**src/rtl/argmax_finder_pkg.sv**
```systemverilog
// Shared MLP definitions: FSM state encoding, index-width helper and the
// default layer geometry used by argmax_finder and the layer modules.
package argmax_finder_pkg;

  localparam int NN_DEFAULT     = 10;
  localparam int DATA_W_DEFAULT = 16;

  typedef enum logic [1:0] {
    IDLE = 2'd0,
    SCAN = 2'd1,
    DONE = 2'd2
  } state_t;

  // Index width for n elements; never narrower than one bit so NN=1 still works.
  function automatic int idx_width(input int n);
    return (n > 1) ? $clog2(n) : 1;
  endfunction

endpackage

```
**src/rtl/argmax_finder_if.sv**
```systemverilog
// Capture/result bundle between the final neuron layer and argmax_finder.
// master = layer/consumer side, slave = the argmax engine.
interface argmax_finder_if
  import argmax_finder_pkg::*;
#(
  parameter int NN        = NN_DEFAULT,
  parameter int dataWidth = DATA_W_DEFAULT,
  parameter int IDX_W     = idx_width(NN)
);

  logic [NN*dataWidth-1:0] i_data;
  logic                    i_valid;
  logic                    i_ready;
  logic [IDX_W-1:0]        o_index;
  logic [dataWidth-1:0]    o_max;
  logic                    o_valid;
  logic                    o_overrun;

  modport master (
    output i_data, i_valid,
    input  i_ready, o_index, o_max, o_valid, o_overrun
  );

  modport slave (
    input  i_data, i_valid,
    output i_ready, o_index, o_max, o_valid, o_overrun
  );

endinterface

```
**src/rtl/argmax_finder_cmp.sv**
```systemverilog
// Strict-greater comparator for the argmax scan. Define ARGMAX_SIGNED_EN for
// two's-complement elements; otherwise the compare is unsigned.
module argmax_cmp #(
  parameter int dataWidth = 16
) (
  input  logic [dataWidth-1:0] cand,
  input  logic [dataWidth-1:0] cur_max,
  output logic                 greater
);

`ifdef ARGMAX_SIGNED_EN
  assign greater = $signed(cand) > $signed(cur_max);
`else
  assign greater = cand > cur_max;
`endif

endmodule

```
**src/rtl/argmax_finder.sv**
```systemverilog
// Captures NN neuron outputs in one cycle, scans them one per cycle and reports
// the lowest index of the maximum. Signedness is selected by ARGMAX_SIGNED_EN.
module argmax_finder
  import argmax_finder_pkg::*;
#(
  parameter int NN        = NN_DEFAULT,
  parameter int dataWidth = DATA_W_DEFAULT,
  parameter int IDX_W     = idx_width(NN)
) (
  input logic            clk,
  input logic            rst,
  argmax_finder_if.slave bus
);

  localparam logic [IDX_W-1:0] LAST_IDX = IDX_W'(NN - 1);
  localparam logic [IDX_W-1:0] ONE_IDX  = IDX_W'(1);

  state_t               state_reg, state_next;
  logic [IDX_W-1:0]     cnt_reg, cnt_next;
  logic [IDX_W-1:0]     run_idx_reg, run_idx_next;
  logic [dataWidth-1:0] run_max_reg, run_max_next;
  logic [IDX_W-1:0]     o_index_reg, o_index_next;
  logic [dataWidth-1:0] o_max_reg, o_max_next;
  logic                 overrun_reg, overrun_next;
  logic                 capture;

  logic [dataWidth-1:0] buf_reg [NN];
  logic [dataWidth-1:0] data_in [NN];
  logic [dataWidth-1:0] cand;
  logic                 cand_gt;

  for (genvar gi = 0; gi < NN; gi++) begin : gen_unpack
    assign data_in[gi] = bus.i_data[gi*dataWidth +: dataWidth];
  end

  assign cand = buf_reg[cnt_reg];

  argmax_cmp #(.dataWidth(dataWidth)) u_cmp (
    .cand    (cand),
    .cur_max (run_max_reg),
    .greater (cand_gt)
  );

  always_comb begin
    state_next   = state_reg;
    cnt_next     = cnt_reg;
    run_idx_next = run_idx_reg;
    run_max_next = run_max_reg;
    o_index_next = o_index_reg;
    o_max_next   = o_max_reg;
    overrun_next = overrun_reg;
    capture      = 1'b0;

    unique case (state_reg)
      IDLE, DONE: begin
        state_next = IDLE;
        if (bus.i_valid) begin
          capture      = 1'b1;
          run_max_next = data_in[0];
          run_idx_next = '0;
          cnt_next     = ONE_IDX;
          if (NN == 1) begin
            // A single element is its own maximum: skip the scan entirely.
            state_next   = DONE;
            o_index_next = '0;
            o_max_next   = data_in[0];
          end else begin
            state_next = SCAN;
          end
        end
      end
      SCAN: begin
        if (bus.i_valid) overrun_next = 1'b1;
        if (cand_gt) begin
          run_max_next = cand;
          run_idx_next = cnt_reg;
        end
        if (cnt_reg == LAST_IDX) begin
          state_next   = DONE;
          o_index_next = cand_gt ? cnt_reg : run_idx_reg;
          o_max_next   = cand_gt ? cand : run_max_reg;
        end else begin
          cnt_next = cnt_reg + ONE_IDX;
        end
      end
      default: state_next = IDLE;
    endcase
  end

  always_ff @(posedge clk or posedge rst) begin
    if (rst) begin
      state_reg   <= IDLE;
      cnt_reg     <= '0;
      run_idx_reg <= '0;
      run_max_reg <= '0;
      o_index_reg <= '0;
      o_max_reg   <= '0;
      overrun_reg <= 1'b0;
    end else begin
      state_reg   <= state_next;
      cnt_reg     <= cnt_next;
      run_idx_reg <= run_idx_next;
      run_max_reg <= run_max_next;
      o_index_reg <= o_index_next;
      o_max_reg   <= o_max_next;
      overrun_reg <= overrun_next;
    end
  end

  // The buffer decouples the scan from i_data so the layer may move on at once.
  always_ff @(posedge clk or posedge rst) begin
    if (rst) begin
      for (int k = 0; k < NN; k++) buf_reg[k] <= '0;
    end else if (capture) begin
      buf_reg <= data_in;
    end
  end

  assign bus.i_ready   = (state_reg != SCAN);
  assign bus.o_valid   = (state_reg == DONE);
  assign bus.o_index   = o_index_reg;
  assign bus.o_max     = o_max_reg;
  assign bus.o_overrun = overrun_reg;

endmodule

```
**src/flat_wrapper.sv**
```systemverilog
// flat-port wrapper written by rule: the top's interface ports become plain ports
module argmax_finder_flat import argmax_finder_pkg::*;
#(
  parameter int NN        = NN_DEFAULT,
  parameter int dataWidth = DATA_W_DEFAULT,
  parameter int IDX_W     = idx_width(NN)
)
  (clk, rst, bus_i_data, bus_i_valid, bus_i_ready, bus_o_index, bus_o_max, bus_o_valid, bus_o_overrun);
  argmax_finder_if #(.NN(NN), .dataWidth(dataWidth), .IDX_W(IDX_W)) bus_i ();
  input logic clk;
  input logic rst;
  input wire logic [$bits(bus_i.i_data)-1:0] bus_i_data;
  input wire logic [$bits(bus_i.i_valid)-1:0] bus_i_valid;
  output wire logic [$bits(bus_i.i_ready)-1:0] bus_i_ready;
  output wire logic [$bits(bus_i.o_index)-1:0] bus_o_index;
  output wire logic [$bits(bus_i.o_max)-1:0] bus_o_max;
  output wire logic [$bits(bus_i.o_valid)-1:0] bus_o_valid;
  output wire logic [$bits(bus_i.o_overrun)-1:0] bus_o_overrun;
  assign bus_i.i_data = bus_i_data;
  assign bus_i.i_valid = bus_i_valid;
  assign bus_i_ready = bus_i.i_ready;
  assign bus_o_index = bus_i.o_index;
  assign bus_o_max = bus_i.o_max;
  assign bus_o_valid = bus_i.o_valid;
  assign bus_o_overrun = bus_i.o_overrun;
  argmax_finder #(.NN(NN), .dataWidth(dataWidth), .IDX_W(IDX_W)) u_core (.clk(clk), .rst(rst), .bus(bus_i));
endmodule
```
**config.mk**
```make
export PLATFORM = sky130hd
export DESIGN_NAME = argmax_finder_flat
export DESIGN_NICKNAME = d
export VERILOG_FILES = /design/src/rtl/argmax_finder_pkg.sv /design/src/rtl/argmax_finder_if.sv /design/src/rtl/argmax_finder_cmp.sv /design/src/rtl/argmax_finder.sv /design/src/flat_wrapper.sv
export SDC_FILE = /design/constraint.sdc
export NUM_CORES = 1
export LEC_CHECK = 0
export ABC_AREA = 1
export CAP_MARGIN = 20
export CORE_UTILIZATION = 40
export DETAILED_ROUTE_END_ITERATION = 10
export SYNTH_ARGS = -nofsm -noshare
export SYNTH_HDL_FRONTEND = slang
export SYNTH_HIERARCHICAL = 1
export SYNTH_SLANG_ARGS = --single-unit
export TNS_END_PERCENT = 5
```
**constraint.sdc**
```tcl
create_clock -name clk -period 17.54 [get_ports clk]
set_input_delay 3.508 -clock clk [delete_from_list [all_inputs] [get_ports clk]]
set_output_delay 3.508 -clock clk [all_outputs]
set_load 0.05 [all_outputs]
```
==> results of run 1 <==
## placed cells by master (no fill, tap or decap), drive strengths merged, types with 2 or more instances in the layout
| cell | instances |
|---|---|
| inv | 195 |
| clkinv | 10 |
| nor3 | 2 |
| o22ai | 4 |
| nand3 | 163 |
| o21ai | 158 |
| ha | 18 |
| nor2 | 10 |
| dfrtp | 207 |
| clkdlybuf4s50 | 185 |
| a21oi | 8 |
| buf | 8 |
| bufinv | 4 |
| clkbuf | 33 |
| nand2 | 529 |
## area by class of cell
class                   count  area, um2  area share
repair buffers            193       1912      0.1459
inverters                 199      755.7     0.05769
multi-input cells         896       4000      0.3053
well taps                 330      412.9     0.03152
diodes                      1      2.502   0.0001910
clock inverters            10      150.1     0.01146
flip-flops and latches    207       5181      0.3955
clock buffers              33      685.7     0.05234
## worst max-delay path, delay by kind of cell
kind	cells	cell delay, ns
buffers and inverters	6	2.82
AO/OA/AOI/OAI	1	0.14
AND/OR/NAND/NOR	3	0.34
## worst max-delay path by stage
stage	start	end	slack [ns]	cells past startpoint
3_3_place_gp	bus_i_valid	u_core/run_max_reg[3]$_DFFE_PP0P_	10.73	10
5_1_grt	bus_i_valid	u_core/run_max_reg[6]$_DFFE_PP0P_	10.75	10
2_1_floorplan	rst	u_core/buf_reg[0]$_DFFE_PP0P_	8.38	1
4_1_cts	bus_i_valid	u_core/run_max_reg[3]$_DFFE_PP0P_	11.14	10
6_report	bus_i_valid	u_core/run_max_reg[3]$_DFFE_PP0P_	11.09	10
3_5_place_dp	bus_i_valid	u_core/run_max_reg[3]$_DFFE_PP0P_	10.60	10
## per-layer routing
metal,part of all wire,routed length [um],GRT usage
met1,0.48,14470,0.3436
met2,0.44,13260,0.3598
met3,0.050,1511,0.03243
met4,0.031,950,0.07633
met5,0,0,0
## logic make-up after synthesis
logic type,count (synthesis),synth area share
compound gates,172,0.08470
simple gates,706,0.2825
flops,207,0.5038
fa+ha+maj,18,0.02191
buf+inv,273,0.1071
## where the power goes
part	leakage [nW]	internal [mW]	switching, mW
registers	2.54	0.710	0.104
clock network	0.416	0.331	0.200
logic	3.55	0.424	0.880
total	6.50	1.46	1.18
## per-stage QoR
stage | cells | area, um2
after global routing | 1869 | 13100
after CTS | 1868 | 13100
final | 1869 | 13100
after global placement | 1825 | 12260
after floorplan | 1376 | 10280
after detailed placement | 1825 | 12260
==> results.md, run 1 <==
* Status: finished clean
* Share of cells above drive strength 1 at 0.04226
* Most frequent cell after synthesis: nand2_1
* Number of flip-flops in the largest register at 160
* Finished Core Util at 0.5202
* Max-cap viol count at 0
* RR Startpoint: u_core/cnt_reg[1]$_DFFE_PP0P_
* Syn_nets at between 1500 and 2000
* Total die area at 26350 um2
* HP Start: u_core/buf_reg[28]$_DFFE_PP0P_
* Final Max Tran Viols at 0
* Cell count after synthesis at 1376
* DRT Wirelength at around 30 mm
* Iter 0 DRT Violations at 874
* Reg2reg setup slack at between 10 and 15 ns
* Worst-Skew Late Latency at roughly 0.52 ns
* CTS Sinks at 207
* Asr flop ratio synth at 1.000
* Drt wl/cell at roughly 16 um
* Hold path depth at 2
* Critical path class: in2reg
* CP peak stage delay at around 0.89 ns
* Postcts setup bufs at 0
* Hold Buf Count CTS at 0
* Maximum number of pins on one net before global-route repair at ~140
* Leak at approximately 6.5 nW
* Core area at 25180 um2
* Clock Tree Root: clkbuf_16
* Initial antenna violation count at 1
* DR vias/cell at a little under 5
* Nets at roughly 1700
* Final Power at approximately 2.6 mW
* GR Overflow Total at 0
* Antenna Violating Nets Remaining at 0
* RSZ-0062 raised after global routing: no
* Final Hold Fails at 0
* Total number of vias at 8986
* Hold Slack at approximately 0.47 ns
* Synth unique cells at 27
* Drt pass-1 iters at 5
* Fmax at 155.1 MHz
* Cell Area, Synth at 10280 um2
* Post-DP HPWL at approximately 20 mm
* Final setup TNS at 0 ns
* Worst-case reg-to-reg path depth at 14
* Initial core utilization at 0.4083
* CTS tree: built
* Clk buf depth at 3
* Top cell type's share of synthesized area at 0.5038
* Most common cell on crit path: buf_4
* Slowest CP cell: buf_4
* Worst Setup End Kind: register
* Rows at 58
* Total CTS buffers at 24
* Period utilization at 0.3677
* Die Y at around 160 um
* CTS H-Tree Depth at 1
* Area grow syn2layout at 27.42%
* Worst-path clk slew at ~0.06 ns
* Number of synthesized flops with an enable pin at 0
* Number of global-route vias before repair at around 8800
* Area leader, netlist: dfrtp_1
* Crit-path max FO at 121
* Syn. warnings at 6
* HP Class: reg2reg
* Synth Flop Type: dfrtp_1
* Pre-CTS WS at ~11 ns
* Worst Path Arrival at 6.90 ns
* Buffers on Ports at between 150 and 200
* Worst-margin pin slew at just over 1 ns
* Post-synthesis sequential area ratio at 0.5038
* Worst reg2reg path endpoint: u_core/bus.o_max[1]$_DFFE_PP0P_
* First-pass GRT wire length at between 40 and 50 mm
* Crit start category: primary input
* Num ports at around 190
* Synth top area cells: dfrtp_1, nand2_1, nand3_1
* Setup slack after layout at about 11 ns
* Worst endpoint required time at ~18 ns
* CTS resizes at 0
* Final GP Congestion at around 0.86
* Pwr/cell area at 202.1 nW/um2
* Die Width at 162.3 um
* Final critical-path required period at about 6.4 ns
* Hold path endpoint: u_core/buf_reg[28]$_DFFE_PP0P_
* Maximum VDD drop at 0.1009 mV
* CP Cell Sequence: clkdlybuf4s50_1 > inv_1 > nor2_4 > buf_4 > buf_4 > buf_4 > nand2_1 > o21ai_0 > inv_1 > nand2_1
* Residual DRC at 0
* Syn Area/Cell at ~7.5 um2
* Clock skew at 0.01002 ns
* Rel. slew slack at 0.3089
* Synth top cells by count: nand2_1, dfrtp_1, inv_1, nand3_1, o21ai_0
* GR Util All Layers at 0.2355
* Filler Cell Count at roughly 2400
* Final Setup Violations at 0
* Synth Register Bits at about 210
Note: power is estimated with default switching activity, not from simulation.
==> run 2: changes to the inputs <==
clock period = 6.3 ns   (was 17.54 ns; I/O delays follow)
==> run 2 against run 1 <==
Utilization fell by 0.15 points; clock power rose to 2.6 times the previous value; register-to-register slack got worse by 11 ns; cell count fell by 0.11%; sequential share of layout area rose by 0.12 points; clock skew rose by 0.011 ns; worst setup slack got worse by 8.5 ns; count of clock-buffer cells in the layout did not move; sequential power rose to 2.8 times the previous value; first-iteration DRC count fell by 5.3%; combinational power rose to 2.8 times the previous value; die area did not move.
==> results.md, run 2 (synthesized netlist as in run 1, its figures left out) <==
* Filler Cell Count at approximately 2400
* Postcts setup bufs at 0
* DRT Wirelength at about 30 mm
* GR Overflow Total at 0
* Die Y at ~160 um
* Num ports at roughly 190
* HP Class: reg2reg
* Core area at 25180 um2
* Pwr/cell area at 557.3 nW/um2
* Maximum number of pins on one net before global-route repair at roughly 120
* Total CTS buffers at 23
* Drt wl/cell at between 15 and 20 um
* Final GP Congestion at approximately 0.91
* Worst endpoint required time at roughly 6.7 ns
* Crit start category: register
* Clock Tree Root: clkbuf_16
* Die Width at 162.3 um
* Status: finished clean
* Residual DRC at 0
* Rel. slew slack at 0.3241
* Maximum VDD drop at 0.3031 mV
* Setup slack after layout at ~2.6 ns
* Post-DP HPWL at about 21 mm
* Final Setup Violations at 0
* Number of flip-flops in the largest register at 160
* Wl on met1 at roughly 14 mm
* Hold Buf Count CTS at 0
* Rows at 58
* Iter 0 DRT Violations at 828
* Dpl cells at approximately 1800
* Initial antenna violation count at 0
* Drt pass-1 iters at 5
* Detail Route met2 WL at between 10 and 15 mm
* Post-Layout Cell Count at around 1900
* CTS tree: built
* Final Max Tran Viols at 0
* Initial core utilization at 0.4083
* Worst Setup End Kind: register
* Area grow syn2layout at 27.04%
* Leak at about 6.5 nW
* Max-cap viol count at 0
* Fmax at 269.9 MHz
* Uppermost routed layer: met4
* First-pass GRT wire length at just under 50 mm
* Worst Path Arrival at 4.10 ns
* Worst-path clk slew at roughly 0.060 ns
* RSZ-0062 raised after global routing: no
* Worst-Skew Late Latency at 0.52 ns
* Commonest non-fill, non-tap cell in the layout: nand2_1
* Share of cells above drive strength 1 at 0.04229
* Worst-margin pin slew at a little over 1 ns
* Number of global-route vias before repair at 8932
* Buffers on Ports at between 150 and 200
* Diodes inserted at 0
* Total number of vias at between 9000 and 10000
* Hold Slack at between 0.4 and 0.5 ns
* Total die area at 26350 um2
* Clk buf depth at 3
* Area of the multi-input gates at about 4000 um2
* CTS resizes at 0
* Pre-CTS WS at 2.501 ns
* Sequential cell area at 5181 um2
* Antenna Violating Nets Remaining at 0
* Final Power at about 7.3 mW
* Period utilization at 0.5882
* Final Hold Fails at 0
* Final setup TNS at 0 ns
* Nets at 1703
* Wire length on met3 at 1.787 mm
* GR Util All Layers at 0.2350
* Clock skew at between 0.02 and 0.025 ns
* Critical path class: reg2reg
* Final critical-path required period at about 3.7 ns
* CTS H-Tree Depth at 1
* DR vias/cell at ~4.9
* Commonest non-fill, non-tap cells in the layout: nand2_1, dfrtp_1, inv_1, clkdlybuf4s50_1, nand3_1
* CTS Sinks at between 200 and 250
* Crit-path max FO at 55
[run 2: final timing paths]
kind	startpoint	slack, ns	to	cells after the start
setup / recovery	u_core/cnt_reg[0]$_DFFE_PP0P_	2.59	u_core/run_max_reg[1]$_DFFE_PP0P_	16
hold / removal	u_core/buf_reg[8]$_DFFE_PP0P_	0.47	u_core/buf_reg[8]$_DFFE_PP0P_	2
setup reg to reg	u_core/cnt_reg[0]$_DFFE_PP0P_	2.59	u_core/run_max_reg[1]$_DFFE_PP0P_	16
hold reg to reg	u_core/buf_reg[8]$_DFFE_PP0P_	0.47	u_core/buf_reg[8]$_DFFE_PP0P_	2
max in group asynchronous	rst	4.09	u_core/cnt_reg[0]$_DFFE_PP0P_	4
min in group asynchronous	rst	1.04	u_core/buf_reg[102]$_DFFE_PP0P_	2
[run 2: stage by stage]
stage / area (um2) / utilization
after floorplan: 10280 / -
after global placement: 12280 / 0.4876
after detailed placement: 12280 / 0.4876
after CTS: 13040 / 0.5179
after global routing: 13060 / 0.5187
final: 13060 / 0.5187
[run 2: critical path, stage by stage, from the launching register on]
cell and delay [ns]:
dfrtp_2 0.36, clkinv_2 0.62, buf_4 0.51, nand2_1 0.10, nand3_1 0.10, nand3_1 0.14
nand3_1 0.11, nand2_1 0.10, ha_1 0.27, a21oi_1 0.15, nand2_1 0.07, a21oi_1 0.13
a21oi_1 0.10, inv_1 0.47, nand2_1 0.15, nand3_1 0.12, nand2_1 0.07
[run 2: final cells by class]
cell class | instances | share of cell area
clock buffer | 33 | 0.05154
clock inverter | 7 | 0.006897
inverter | 199 | 0.05757
multi-input combinational | 896 | 0.3063
sequential | 207 | 0.3967
tap | 330 | 0.03161
timing repair buffer | 195 | 0.1494
[run 2: metal layers]
| layer | vias up | track usage |
|---|---|---|
| met5 | - | 0 |
| met4 | 0 | 0.07976 |
| met3 | 49 | 0.03320 |
| met2 | 281 | 0.3592 |
| met1 | 4287 | 0.3407 |
| li1 | 4547 | - |
[run 2: power breakdown]
| part | switching (mW) | total, mW | leakage (nW) | internal, mW |
|---|---|---|---|---|
| Combinational | 2.47 | 3.65 | 3.56 | 1.18 |
| Clock | 0.544 | 1.36 | 0.372 | 0.821 |
| Sequential | 0.289 | 2.26 | 2.54 | 1.97 |
